[src/rtl/jstk_txn_scheduler_pkg.sv]
// Shared PmodJSTK2 constants: command bytes, scheduler state encoding and
// bit positions of the X/Y/button fields inside the 40-bit returned frame.
package jstk_txn_scheduler_pkg;

  localparam logic [7:0] JSTK_CMD_LEDRGB = 8'h84;
  localparam logic [7:0] JSTK_CMD_GETPOS = 8'hC0;

  localparam int unsigned FRAME_W = 40;
  localparam int unsigned POS_W   = 10;
  localparam int unsigned BTN_W   = 2;

  // Low byte / high two bits of each position, and the button pair
  localparam int unsigned X_LO_LSB = 16;
  localparam int unsigned X_HI_LSB = 8;
  localparam int unsigned Y_LO_LSB = 32;
  localparam int unsigned Y_HI_LSB = 24;
  localparam int unsigned BTN_LSB  = 0;

  typedef enum logic [1:0] {
    ST_IDLE    = 2'd0,
    ST_REQ     = 2'd1,
    ST_BUSY    = 2'd2,
    ST_CAPTURE = 2'd3
  } state_e;

endpackage

[src/rtl/jstk_frame_decode.sv]
// Combinational decode of a PmodJSTK2 40-bit DOUT frame into X/Y/buttons.
module jstk_frame_decode
  import jstk_txn_scheduler_pkg::*;
(
  input  logic [FRAME_W-1:0] frame,
  output logic [POS_W-1:0]   xpos_c,
  output logic [POS_W-1:0]   ypos_c,
  output logic [BTN_W-1:0]   buttons_c
);

  logic unused_bits;

  assign xpos_c    = {frame[X_HI_LSB +: 2], frame[X_LO_LSB +: 8]};
  assign ypos_c    = {frame[Y_HI_LSB +: 2], frame[Y_LO_LSB +: 8]};
  assign buttons_c = frame[BTN_LSB +: BTN_W];

  // Padding bits of the frame carry no information
  assign unused_bits = ^{frame[31:26], frame[15:10], frame[7:2]};

endmodule

[src/rtl/jstk_txn_scheduler.sv]
// Poll-rate sequencer for the PmodJSTK2 SPI engine: one 5-byte transaction per
// poll period, RGB update or position read, with watchdog and decoded capture.
module jstk_txn_scheduler
  import jstk_txn_scheduler_pkg::*;
#(
  parameter int unsigned CLK_HZ      = 12000000,
  parameter int unsigned POLL_HZ     = 20,
  parameter int unsigned TIMEOUT_CYC = 65535
) (
  input  logic        clk,
  input  logic        rst,
  input  logic        rgb_req,
  input  logic [23:0] rgb_color,
  output logic        rgb_ack,
  output logic        snd_rec,
  output logic [39:0] din,
  input  logic        ss,
  input  logic [39:0] dout,
  output logic [9:0]  xpos,
  output logic [9:0]  ypos,
  output logic [1:0]  buttons,
  output logic        sample_valid,
  output logic        timeout_err
);

  localparam int unsigned POLL_DIV = CLK_HZ / POLL_HZ;
  localparam int unsigned PW       = $clog2(POLL_DIV);
  localparam int unsigned WW       = $clog2(TIMEOUT_CYC + 1);
  localparam logic [39:0] DIN_RST  = {JSTK_CMD_GETPOS, 32'h0};

  state_e          state_q, state_d;
  logic [PW-1:0]   poll_cnt_q, poll_cnt_d;
  logic [WW-1:0]   wdog_q, wdog_d, wdog_inc;
  logic [39:0]     din_q, din_d;
  logic            cmd_rgb_q, cmd_rgb_d;
  logic            snd_rec_q, snd_rec_d;
  logic [9:0]      xpos_q, xpos_d, ypos_q, ypos_d;
  logic [1:0]      buttons_q, buttons_d;
  logic            sample_valid_q, sample_valid_d;
  logic            rgb_ack_q, rgb_ack_d;
  logic            timeout_err_q, timeout_err_d;
  logic            tick, wdog_hit;
  logic [9:0]      dec_x_c, dec_y_c;
  logic [1:0]      dec_btn_c;

  jstk_frame_decode u_decode (
    .frame     (dout),
    .xpos_c    (dec_x_c),
    .ypos_c    (dec_y_c),
    .buttons_c (dec_btn_c)
  );

  assign tick     = (poll_cnt_q == PW'(POLL_DIV - 1));
  assign wdog_inc = wdog_q + WW'(1);
  assign wdog_hit = (wdog_inc == WW'(TIMEOUT_CYC));

  // Next-state and registered-output logic
  always_comb begin
    state_d        = state_q;
    poll_cnt_d     = tick ? '0 : poll_cnt_q + PW'(1);
    wdog_d         = wdog_q;
    din_d          = din_q;
    cmd_rgb_d      = cmd_rgb_q;
    snd_rec_d      = 1'b0;
    xpos_d         = xpos_q;
    ypos_d         = ypos_q;
    buttons_d      = buttons_q;
    sample_valid_d = 1'b0;
    rgb_ack_d      = 1'b0;
    timeout_err_d  = timeout_err_q;

    unique case (state_q)
      ST_IDLE: begin
        if (tick) begin
          state_d   = ST_REQ;
          snd_rec_d = 1'b1;
          wdog_d    = '0;
          cmd_rgb_d = rgb_req;
          din_d     = rgb_req ? {JSTK_CMD_LEDRGB, rgb_color, 8'h00}
                              : {JSTK_CMD_GETPOS, 32'h0};
        end
      end
      ST_REQ: begin
        if (!ss) begin
          state_d = ST_BUSY;
          wdog_d  = '0;
        end else if (wdog_hit) begin
          state_d       = ST_IDLE;
          timeout_err_d = 1'b1;
        end else begin
          snd_rec_d = 1'b1;
          wdog_d    = wdog_inc;
        end
      end
      ST_BUSY: begin
        // A completing transfer wins over a watchdog expiring the same cycle
        if (ss) begin
          state_d        = ST_CAPTURE;
          xpos_d         = dec_x_c;
          ypos_d         = dec_y_c;
          buttons_d      = dec_btn_c;
          sample_valid_d = 1'b1;
          rgb_ack_d      = cmd_rgb_q;
        end else if (wdog_hit) begin
          state_d       = ST_IDLE;
          timeout_err_d = 1'b1;
        end else begin
          wdog_d = wdog_inc;
        end
      end
      ST_CAPTURE: state_d = ST_IDLE;
      default:    state_d = ST_IDLE;
    endcase
  end

  always_ff @(posedge clk or negedge rst) begin
    if (!rst) begin
      state_q        <= ST_IDLE;
      poll_cnt_q     <= '0;
      wdog_q         <= '0;
      din_q          <= DIN_RST;
      cmd_rgb_q      <= 1'b0;
      snd_rec_q      <= 1'b0;
      xpos_q         <= '0;
      ypos_q         <= '0;
      buttons_q      <= '0;
      sample_valid_q <= 1'b0;
      rgb_ack_q      <= 1'b0;
      timeout_err_q  <= 1'b0;
    end else begin
      state_q        <= state_d;
      poll_cnt_q     <= poll_cnt_d;
      wdog_q         <= wdog_d;
      din_q          <= din_d;
      cmd_rgb_q      <= cmd_rgb_d;
      snd_rec_q      <= snd_rec_d;
      xpos_q         <= xpos_d;
      ypos_q         <= ypos_d;
      buttons_q      <= buttons_d;
      sample_valid_q <= sample_valid_d;
      rgb_ack_q      <= rgb_ack_d;
      timeout_err_q  <= timeout_err_d;
    end
  end

  assign snd_rec      = snd_rec_q;
  assign din          = din_q;
  assign xpos         = xpos_q;
  assign ypos         = ypos_q;
  assign buttons      = buttons_q;
  assign sample_valid = sample_valid_q;
  assign rgb_ack      = rgb_ack_q;
  assign timeout_err  = timeout_err_q;

endmodule

[config.mk]
export PLATFORM = sky130hd
export DESIGN_NAME = jstk_txn_scheduler
export DESIGN_NICKNAME = d
export VERILOG_FILES = /design/src/rtl/jstk_txn_scheduler_pkg.sv /design/src/rtl/jstk_frame_decode.sv /design/src/rtl/jstk_txn_scheduler.sv
export SDC_FILE = /design/constraint.sdc
export NUM_CORES = 1
export LEC_CHECK = 0
export CAP_MARGIN = 10
export CELL_PAD_IN_SITES_DETAIL_PLACEMENT = 0
export CELL_PAD_IN_SITES_GLOBAL_PLACEMENT = 1
export CORE_ASPECT_RATIO = 0.5
export CORE_MARGIN = 8
export CORE_UTILIZATION = 32
export DETAILED_ROUTE_END_ITERATION = 7
export GPL_ROUTABILITY_DRIVEN = 0
export HOLD_SLACK_MARGIN = 0.05
export PLACE_DENSITY = 0.82
export SYNTH_ARGS = -nofsm -noshare
export SYNTH_HDL_FRONTEND = slang
export SYNTH_HIERARCHICAL = 1
export SYNTH_SLANG_ARGS = --single-unit
[constraint.sdc]
create_clock -name clk -period 2 [get_ports clk]
set_clock_uncertainty 0.1 [all_clocks]
set_input_delay 0.4 -clock clk [delete_from_list [all_inputs] [get_ports clk]]
set_output_delay 0.4 -clock clk [all_outputs]
set_load 0.005 [all_outputs]
==> out/results.ini, run 1 <==
[outcome]
status=finished with violations
failed_checks=setup timing

[clock_tree]
path_clk_slew_ps=60
cts_tree=built
cts_root_buf=clkbuf_16
clock_latency_ps=340
cts_buffers=9
cts.path.max_buffers=2
h-tree-depth=3
cts_sinks=90

[cells_and_area]
final_layout_size_suffix_gt1_frac=0.2255
final_cell_mix=100 x clkdlybuf4s50_1, 87 x dfrtp_1, 64 x nand2_1
fill_cells=1276
nets=650
regArea_um2=2256
area_growth_pct=41.79
final_area_um2=6257
diodes=0
multi_input_comb_area_um2=1942
final_common_cell=clkdlybuf4s50_1

[logic_synthesis]
ys_async_sr_fraction=1.000
synthCells=441
synth_cell_types=50
yosysSeqAreaShare=0.5106
ys_ff_latch=90
synth_warnings=6
syn_area_um2=4413
ys.flop_type=dfrtp_1
synth_edf_count=0
syn_avg_cell_area_um2=10.01

[grt]
grt.total_usage=0.1209
grt_pass1_wl_mm=17.67
grt_remaining_overflow=0
grt_pass1_vias=3429
antenna_found_initial=0
grt_max_degree=91

[routing]
drt.antenna.violating_nets=0
remaining_drc_errors=0
num_vias=3442
routed_via_density=4.547
drtIter0Drc=211
avgRoutedWirePerCell_um=14.38
first_pass_iters=4
wirelength_mm=10.89

[floorplan]
rows=30
start_util=0.3266
die_h_um=99.04
dieWidth_um=182.1
core_region_area_um2=13510
die-area_um2=18030
ios=134

[setup_path]
slowest_delay_ps=480
crit_family=compound AO/OA/AOI/OAI gates
path_buf_inv=0
critPathMaxFanout=3
endpoint_kind=flip-flop
crit_type=reg2reg
start_kind=flip-flop
arrival_ps=2420
cp_slowest_cell=or4b_1
critical_path.cell_chain=ha_4, xnor2_1, or4b_1, a211oi_2, nand4_1, o31a_1, o22ai_2
worst_ep_required_time_ps=2160

[hold_path]
min_path_type=reg2reg

[timing]
max_freq_mhz=443.3
whs_ps=359.7
tns_ps=-1690
fin_crit_ps=2256
worst_slack_ps=-255.8
setup_viol=8
drv_slew=0
final.period_utilization=1.128
grt_setup_unrepaired=yes
hold_violations=0

[place]
io_buffers=101
pre_cts_slack_ps=-192.9
dp_hpwl_mm=7.730
place_area_um2=5778

[power_and_ir_drop]
p_leak_uw=0.002866
irDropWorstVdd_uv=364.8
p_per_area_nw_per_um2=572.0
fin_total_pwr_uw=3579

[run]
maxCapViolCount=0

## cell type report
type	instances	share of cell area
flip-flops and latches	90	0.3605
clock buffers	14	0.04219
inverters	8	0.004799
repair buffers	167	0.2450
well taps	176	0.03519
multi-input cells	300	0.3103
clock inverters	2	0.002000
## final timing paths
kind | slack [ps] | cells after the start | end | startpoint
worst min register to register | 360 | 1 | timeout_err$_DFFE_PN0P_ | timeout_err$_DFFE_PN0P_
worst max register to register | -260 | 7 | wdog_q[0]$_DFFE_PN0P_ | wdog_q[0]$_DFFE_PN0P_
worst max-delay path | -260 | 7 | wdog_q[0]$_DFFE_PN0P_ | wdog_q[0]$_DFFE_PN0P_
max in group asynchronous | 870 | 3 | wdog_q[1]$_DFFE_PN0P_ | rst
worst min-delay path | 360 | 1 | timeout_err$_DFFE_PN0P_ | timeout_err$_DFFE_PN0P_
min in group asynchronous | 550 | 3 | ypos[1]$_DFFE_PN0P_ | rst
## sequential cells by signal (all words and copies together), names as in the netlist
| name | flops |
|---|---|
| buttons | 2 |
| din | 26 |
| poll_cnt_q | 20 |
| rgb_ack | 1 |
| sample_valid | 1 |
| snd_rec | 1 |
| state_q | 2 |
| timeout_err | 1 |
| wdog_q | 16 |
| xpos | 10 |
| ypos | 10 |
## through the flow
stage / utilization / cells
finish: 0.4631 / 757
global route: 0.4631 / 757
CTS: 0.4505 / 746
detailed placement: 0.4276 / 729
global placement: 0.4276 / 729
floorplan: - / 453
## cell families (layout without fill, tap and decap cells)
family,Yosys count,count (layout),share of synthesized area
AND/OR/NAND/NOR,159,159,0.1778
flip-flops,90,90,0.5106
AO/OA/AOI/OAI,75,75,0.1018
buffers and inverters,63,191,0.08676
XOR/XNOR,23,23,0.04565
multiplexers,23,23,0.05869
adder cells (fa/ha/maj),6,6,0.01701
other,2,14,0.001702
## per-layer routing
metal / vias up / global-route usage / share of wire
met4: 0 / 0.04195 / 0.017
li1: 1732 / - / -
met5: - / 0 / 0
met2: 44 / 0.2124 / 0.51
met3: 15 / 0.03304 / 0.033
met1: 1651 / 0.1409 / 0.44
## Yosys cell counts (5+ instances only)
| cell type | instances | share of area |
|---|---|---|
| dfrtp_1 | 89 | 0.50 |
| nand3_1 | 15 | 0.017 |
| nand4_1 | 5 | 0.0071 |
| nor2_1 | 28 | 0.024 |
| a21oi_1 | 9 | 0.010 |
| o21ai_0 | 41 | 0.046 |
| xor2_1 | 12 | 0.024 |
| mux2_2 | 23 | 0.059 |
| inv_1 | 8 | 0.0068 |
| xnor2_1 | 11 | 0.022 |
| clkbuf_1 | 15 | 0.013 |
| nor3_1 | 6 | 0.0068 |
| buf_4 | 39 | 0.066 |
| ha_1 | 6 | 0.017 |
| and3_1 | 10 | 0.014 |
| nand2_1 | 65 | 0.055 |
| o31ai_1 | 5 | 0.0085 |
## report_power, final
part / total, uW / internal, uW / switching, uW
sequential: 1820 / 1820 / 0.930
combinational: 170 / 99.4 / 70.7
clock: 1590 / 910 / 677
total: 3580 / 2830 / 748
## repair_timing
item                                    4_1_cts  5_1_grt
gates resized for setup                       7       25
setup buffers                                 0        9
endpoints found under the hold margin        89        0
hold buffers                                  1        0
pin swaps                                     3        8
endpoints found under the setup margin        8       44
gates cloned                                  0        2
Power figures use the tool's default switching activity.
==> inputs of run 2 (changes only) <==
--- a/config.mk
+++ b/config.mk
@@ -9,7 +9,7 @@
 export CELL_PAD_IN_SITES_DETAIL_PLACEMENT = 0
 export CELL_PAD_IN_SITES_GLOBAL_PLACEMENT = 1
 export CORE_ASPECT_RATIO = 0.5
-export CORE_MARGIN = 8
+export CORE_MARGIN = 2
 export CORE_UTILIZATION = 32
 export DETAILED_ROUTE_END_ITERATION = 7
 export GPL_ROUTABILITY_DRIVEN = 0
==> out/results.ini, run 2 (synthesis results as in run 1) <==
[outcome]
status=finished with violations
failed_checks=setup timing

[timing]
fin_crit_ps=2158  ; -97.60 ps
hold_violations=0  ; unchanged
worst_slack_ps=-158.2  ; +97.60 ps
drv_slew=0  ; unchanged
final.period_utilization=1.079  ; -0.04880
whs_ps=349.6  ; -10.08 ps
max_freq_mhz=463.3  ; +4.5%
setup_viol=8  ; unchanged
tns_ps=-1183  ; +506.9 ps
grt_setup_unrepaired=yes

[clock_tree]
postCtsSetupBuffers=0  ; unchanged
cts_root_buf=clkbuf_16
cts_buffers=9  ; unchanged
clock_latency_ps=340  ; about the same
cts_sinks=90  ; unchanged
cts_tree=built
cts.path.max_buffers=2  ; unchanged
h-tree-depth=3  ; unchanged
path_clk_slew_ps=60  ; about the same

[setup_path]
regToRegSetupSlack_ps=-160  ; +100 ps
reg2reg_from=wdog_q[0]$_DFFE_PN0P_
cp_slowest_cell=or4b_1
endpoint_kind=flip-flop
critPathMaxFanout=6  ; +3
worstReg2RegEnd=state_q[0]$_DFFE_PN0P_
crit_family=simple AND/OR/NAND/NOR gates
reg2regPathDepth=8  ; +1
slowest_delay_ps=480  ; about the same
crit_type=reg2reg
arrival_ps=2280  ; -140 ps
worst_ep_required_time_ps=2120  ; -40 ps
critical_path.cell_chain=ha_4, xnor2_1, or4b_1, a211oi_2, nand4_1, nor2_2, buf_6, o21ai_1
start_kind=flip-flop
crit_start=wdog_q[0]$_DFFE_PN0P_
path_buf_inv=1  ; +1

[floorplan]
dieWidth_um=170.1  ; -6.6%
rows=30  ; unchanged
core_region_area_um2=13510  ; unchanged
die_h_um=87.04  ; -12%
die-area_um2=14800  ; -18%
start_util=0.3266  ; unchanged
ios=134  ; unchanged

[grt]
grt_pass1_wl_mm=16.99  ; -3.9%
grt_max_degree=51  ; -44%
grt_pass1_vias=3383  ; -1.3%
grt_remaining_overflow=0  ; unchanged
antenna_found_initial=0  ; unchanged
grt.total_usage=0.1445  ; +0.02358

[cells_and_area]
final_cell_mix=100 x clkdlybuf4s50_1, 88 x dfrtp_1, 65 x nand2_1
area_growth_pct=39.89
final_common_cell=clkdlybuf4s50_1
diodes=0  ; unchanged
nets=642  ; -1.2%
multi_input_comb_area_um2=1868  ; -3.8%
regArea_um2=2255  ; about the same
final_layout_size_suffix_gt1_frac=0.1937  ; -0.03176
fill_cells=1268  ; -0.63%
largest_reg_flops=26  ; unchanged

[routing]
num_vias=3453  ; +0.32%
remaining_drc_errors=0  ; unchanged
avgRoutedWirePerCell_um=13.64  ; -5.1%
routed_via_density=4.610  ; +1.4%
wirelength_mm=10.22  ; -6.1%
drt.antenna.violating_nets=0  ; unchanged
first_pass_iters=4  ; unchanged
drtIter0Drc=191  ; -9.5%

[run]
maxCapViolCount=0  ; unchanged

[hold_path]
min_to=poll_cnt_q[0]$_DFF_PN0_
worst_hold_startpoint=poll_cnt_q[0]$_DFF_PN0_
whs_path_depth=1  ; unchanged
min_path_type=reg2reg

[power_and_ir_drop]
p_per_area_nw_per_um2=612.2  ; +7.0%
irDropWorstVdd_uv=354.2  ; -2.9%
p_leak_uw=0.002840  ; -0.91%
fin_total_pwr_uw=3779  ; +5.6%

[place]
io_buffers=101  ; unchanged
dp_hpwl_mm=7.340  ; -5.0%

run 2: cell count changes in the layout (fill, tap and decap cells not counted), sizes merged:
cell    change
buf         -8
clkbuf      -2
bufinv      +2
run 2: repair_timing:
item	CTS	global route
gates resized for setup	2	8
gates cloned	0	0
hold endpoints to repair	27	0
hold buffers	1	0
pin swaps	1	4
endpoints found under the setup margin	8	32
run 2: how the worst max path moves through the flow:
| stage | endpoint | cells after the start |
|---|---|---|
| floorplan | wdog_q[3]$_DFFE_PN0P_ | 7 |
| global placement | wdog_q[3]$_DFFE_PN0P_ | 8 |
| detailed placement | wdog_q[3]$_DFFE_PN0P_ | 8 |
| CTS | wdog_q[0]$_DFFE_PN0P_ | 7 |
| finish | state_q[0]$_DFFE_PN0P_ | 8 |
| global route | state_q[0]$_DFFE_PN0P_ | 8 |
run 2: final cells by class:
cell class,instances,share of cell area
Clock inverter,4,0.01236
Multi-Input combinational cell,300,0.3026
Inverter,8,0.004864
Sequential cell,90,0.3652
Tap cell,176,0.03567
Clock buffer,12,0.03831
Timing Repair Buffer,159,0.2410
run 2: metrics by stage:
stage | cells | worst slack [ps] | cell area (um^2) | utilization
2_1_floorplan | 453 | -59.62 | 4474 | -
3_3_place_gp | 732 | -124.9 | 5813 | 0.4302
3_5_place_dp | 732 | -179.7 | 5813 | 0.4302
4_1_cts | 749 | -166.7 | 6140 | 0.4544
5_1_grt | 749 | -264.3 | 6173 | 0.4569
6_report | 749 | -158.2 | 6173 | 0.4569
run 2: where the power goes:
| part | internal, uW | total (uW) | switching (uW) |
|---|---|---|---|
| Combinational | 102 | 173 | 71.4 |
| Clock | 1100 | 1780 | 685 |
| Sequential | 1820 | 1820 | 0.568 |
| Total | 3020 | 3780 | 757 |
run 2: routing by layer:
metal,global-route usage,vias to the layer above,routed length (um)
met3,0.03226,8,289
met1,0.1808,1681,4543
met4,0.04429,0,110
li1,-,1710,-
met5,0,-,0
met2,0.2528,54,5274
==> inputs of run 3 (changes only) <==
--- a/config.mk
+++ b/config.mk
@@ -6,15 +6,15 @@
 export NUM_CORES = 1
 export LEC_CHECK = 0
 export CAP_MARGIN = 10
-export CELL_PAD_IN_SITES_DETAIL_PLACEMENT = 0
-export CELL_PAD_IN_SITES_GLOBAL_PLACEMENT = 1
+export CELL_PAD_IN_SITES_DETAIL_PLACEMENT = 1
+export CELL_PAD_IN_SITES_GLOBAL_PLACEMENT = 2
 export CORE_ASPECT_RATIO = 0.5
 export CORE_MARGIN = 2
-export CORE_UTILIZATION = 32
+export CORE_UTILIZATION = 26
 export DETAILED_ROUTE_END_ITERATION = 7
 export GPL_ROUTABILITY_DRIVEN = 0
 export HOLD_SLACK_MARGIN = 0.05
-export PLACE_DENSITY = 0.82
+export PLACE_DENSITY = 0.83
 export SYNTH_ARGS = -nofsm -noshare
 export SYNTH_HDL_FRONTEND = slang
 export SYNTH_HIERARCHICAL = 1
==> out/results.ini, run 3 (synthesis results as in run 1) <==
[outcome]
status=finished with violations
failed_checks=setup timing

[timing]
drv_slew=0  ; unchanged
hold_violations=0  ; unchanged
final.period_utilization=1.087  ; +0.007652
tns_ps=-1273  ; -90.10 ps
max_freq_mhz=460.1  ; -0.70%
setup_viol=8  ; unchanged
worst_pin_slew_ps=495.1
fin_crit_ps=2174  ; +15.30 ps
worst_slack_ps=-173.5  ; -15.30 ps
slew_headroom=0.6685
grt_setup_unrepaired=yes

[clock_tree]
cts.path.max_buffers=2  ; unchanged
h-tree-depth=3  ; unchanged
cts_buffers=9  ; unchanged
clock_latency_ps=340  ; about the same
path_clk_slew_ps=70  ; about the same
cts_tree=built
cts_sinks=90  ; unchanged
cts_root_buf=clkbuf_16

[run]
maxCapViolCount=0  ; unchanged

[grt]
antenna_found_initial=0  ; unchanged
grt.total_usage=0.1335  ; -0.01100
grt_pass1_vias=3803  ; +12%
grt_pass1_wl_mm=19.15  ; +13%
grt_max_degree=51  ; unchanged
grt_remaining_overflow=0  ; unchanged

[floorplan]
rows=33  ; +10%
core_region_area_um2=16470  ; +22%
ios=134  ; unchanged
die-area_um2=18090  ; +22%
die_h_um=96.12  ; +10%
start_util=0.2679  ; -0.05871
dieWidth_um=188.2  ; +11%

[cells_and_area]
fin_util=0.3992  ; -0.05767
area_growth_pct=49.02
largest_reg_flops=26  ; unchanged
nets=659  ; +2.6%
fin_cells=817  ; +9.1%
final_layout_size_suffix_gt1_frac=0.2627  ; +0.06899
final_area_um2=6576  ; +6.5%
final_common_cell=clkdlybuf4s50_1
fill_cells=1836  ; +45%
final_cell_mix=100 x clkdlybuf4s50_1, 88 x dfrtp_1, 67 x buf_4
diodes=0  ; unchanged

[setup_path]
regToRegSetupSlack_ps=-170  ; -20 ps
critPathMaxFanout=3  ; -3
crit_family=simple AND/OR/NAND/NOR gates
reg2regPathDepth=7  ; -1
crit_type=reg2reg
worst_ep_required_time_ps=2140  ; +20 ps
slowest_delay_ps=480  ; about the same
arrival_ps=2320  ; +40 ps
worstReg2RegEnd=wdog_q[1]$_DFFE_PN0P_
critical_path.cell_chain=ha_4, xnor2_2, or4b_4, a211oi_2, nand4_1, o31a_1, o32ai_1
reg2reg_from=wdog_q[1]$_DFFE_PN0P_
cp_slowest_cell=or4b_4
endpoint_kind=flip-flop
path_buf_inv=0  ; -1
start_kind=flip-flop

[routing]
routed_via_density=4.351  ; -5.6%
num_vias=3555  ; +3.0%
avgRoutedWirePerCell_um=15.12  ; +11%
drtIter0Drc=121  ; -37%
drt.antenna.violating_nets=0  ; unchanged
first_pass_iters=4  ; unchanged
wirelength_mm=12.35  ; +21%
remaining_drc_errors=0  ; unchanged

[power_and_ir_drop]
fin_total_pwr_uw=3875  ; +2.5%
irDropWorstVdd_uv=362.1  ; +2.2%
p_leak_uw=0.002980  ; +4.9%
p_per_area_nw_per_um2=589.2  ; -3.7%

[place]
place_area_um2=5907  ; +1.6%
placed_cells=787  ; +7.5%
dp_hpwl_mm=8.270  ; +13%
io_buffers=101  ; unchanged

[hold_path]
min_path_type=in2async

==> run 3: cell types whose count changed in the layout (fill, tap and decap cells not counted), sizes merged <==
cell / change
buf: +16
clkbuf: -1
clkinvlp: +1
inv: +1
==> run 3: stage by stage <==
| stage | hold WS (ps) | setup slack, ps |
|---|---|---|
| global route | 385.7 | -318.7 |
| global placement | 191.6 | -122.5 |
| CTS | 365.8 | -179.0 |
| floorplan | 4.409 | -59.62 |
| detailed placement | 194.5 | -182.9 |
| finish | 365.1 | -173.5 |
==> run 3: worst max-delay path by stage <==
stage / startpoint / endpoint / slack, ps / depth (start not counted)
3_5_place_dp: wdog_q[0]$_DFFE_PN0P_ / wdog_q[3]$_DFFE_PN0P_ / -180 / 8
3_3_place_gp: wdog_q[0]$_DFFE_PN0P_ / wdog_q[3]$_DFFE_PN0P_ / -120 / 8
6_report: wdog_q[1]$_DFFE_PN0P_ / wdog_q[1]$_DFFE_PN0P_ / -170 / 7
5_1_grt: wdog_q[0]$_DFFE_PN0P_ / wdog_q[1]$_DFFE_PN0P_ / -320 / 7
2_1_floorplan: wdog_q[1]$_DFFE_PN0P_ / wdog_q[3]$_DFFE_PN0P_ / -60 / 7
4_1_cts: wdog_q[0]$_DFFE_PN0P_ / wdog_q[1]$_DFFE_PN0P_ / -180 / 7
==> run 3: final cells by class <==
type | count | area [um^2] | share of cell area
well taps | 227 | 284.0 | 0.04319
clock inverters | 6 | 88.84 | 0.01351
clock buffers | 10 | 239.0 | 0.03634
inverters | 8 | 30.03 | 0.004566
flip-flops and latches | 90 | 2255 | 0.3428
multi-input cells | 300 | 2036 | 0.3096
repair buffers | 176 | 1644 | 0.2500
==> run 3: layer usage <==
layer | part of all wire | vias up | global-route usage
met5 | 0 | - | 0
met3 | 0.023 | 8 | 0.02406
met1 | 0.44 | 1771 | 0.1590
met4 | 0.0093 | 0 | 0.03543
li1 | - | 1735 | -
met2 | 0.53 | 41 | 0.2518
==> run 3: power by group <==
| part | switching, uW | internal (uW) | leakage [uW] |
|---|---|---|---|
| logic | 74.9 | 102 | 0.00172 |
| registers | 0.730 | 1820 | 0.00110 |
| clock network | 745 | 1130 | 0.000155 |
| total | 821 | 3050 | 0.00298 |
==> run 3: timing repair <==
| item | 4_1_cts | 5_1_grt |
|---|---|---|
| gates cloned | 1 | 4 |
| gates resized for setup | 12 | 56 |
| pin swaps | 3 | 6 |
| hold buffers | 1 | 0 |
| hold endpoints to repair | 14 | 0 |
| endpoints found under the setup margin | 41 | 45 |
| buffers inserted | 3 | 6 |
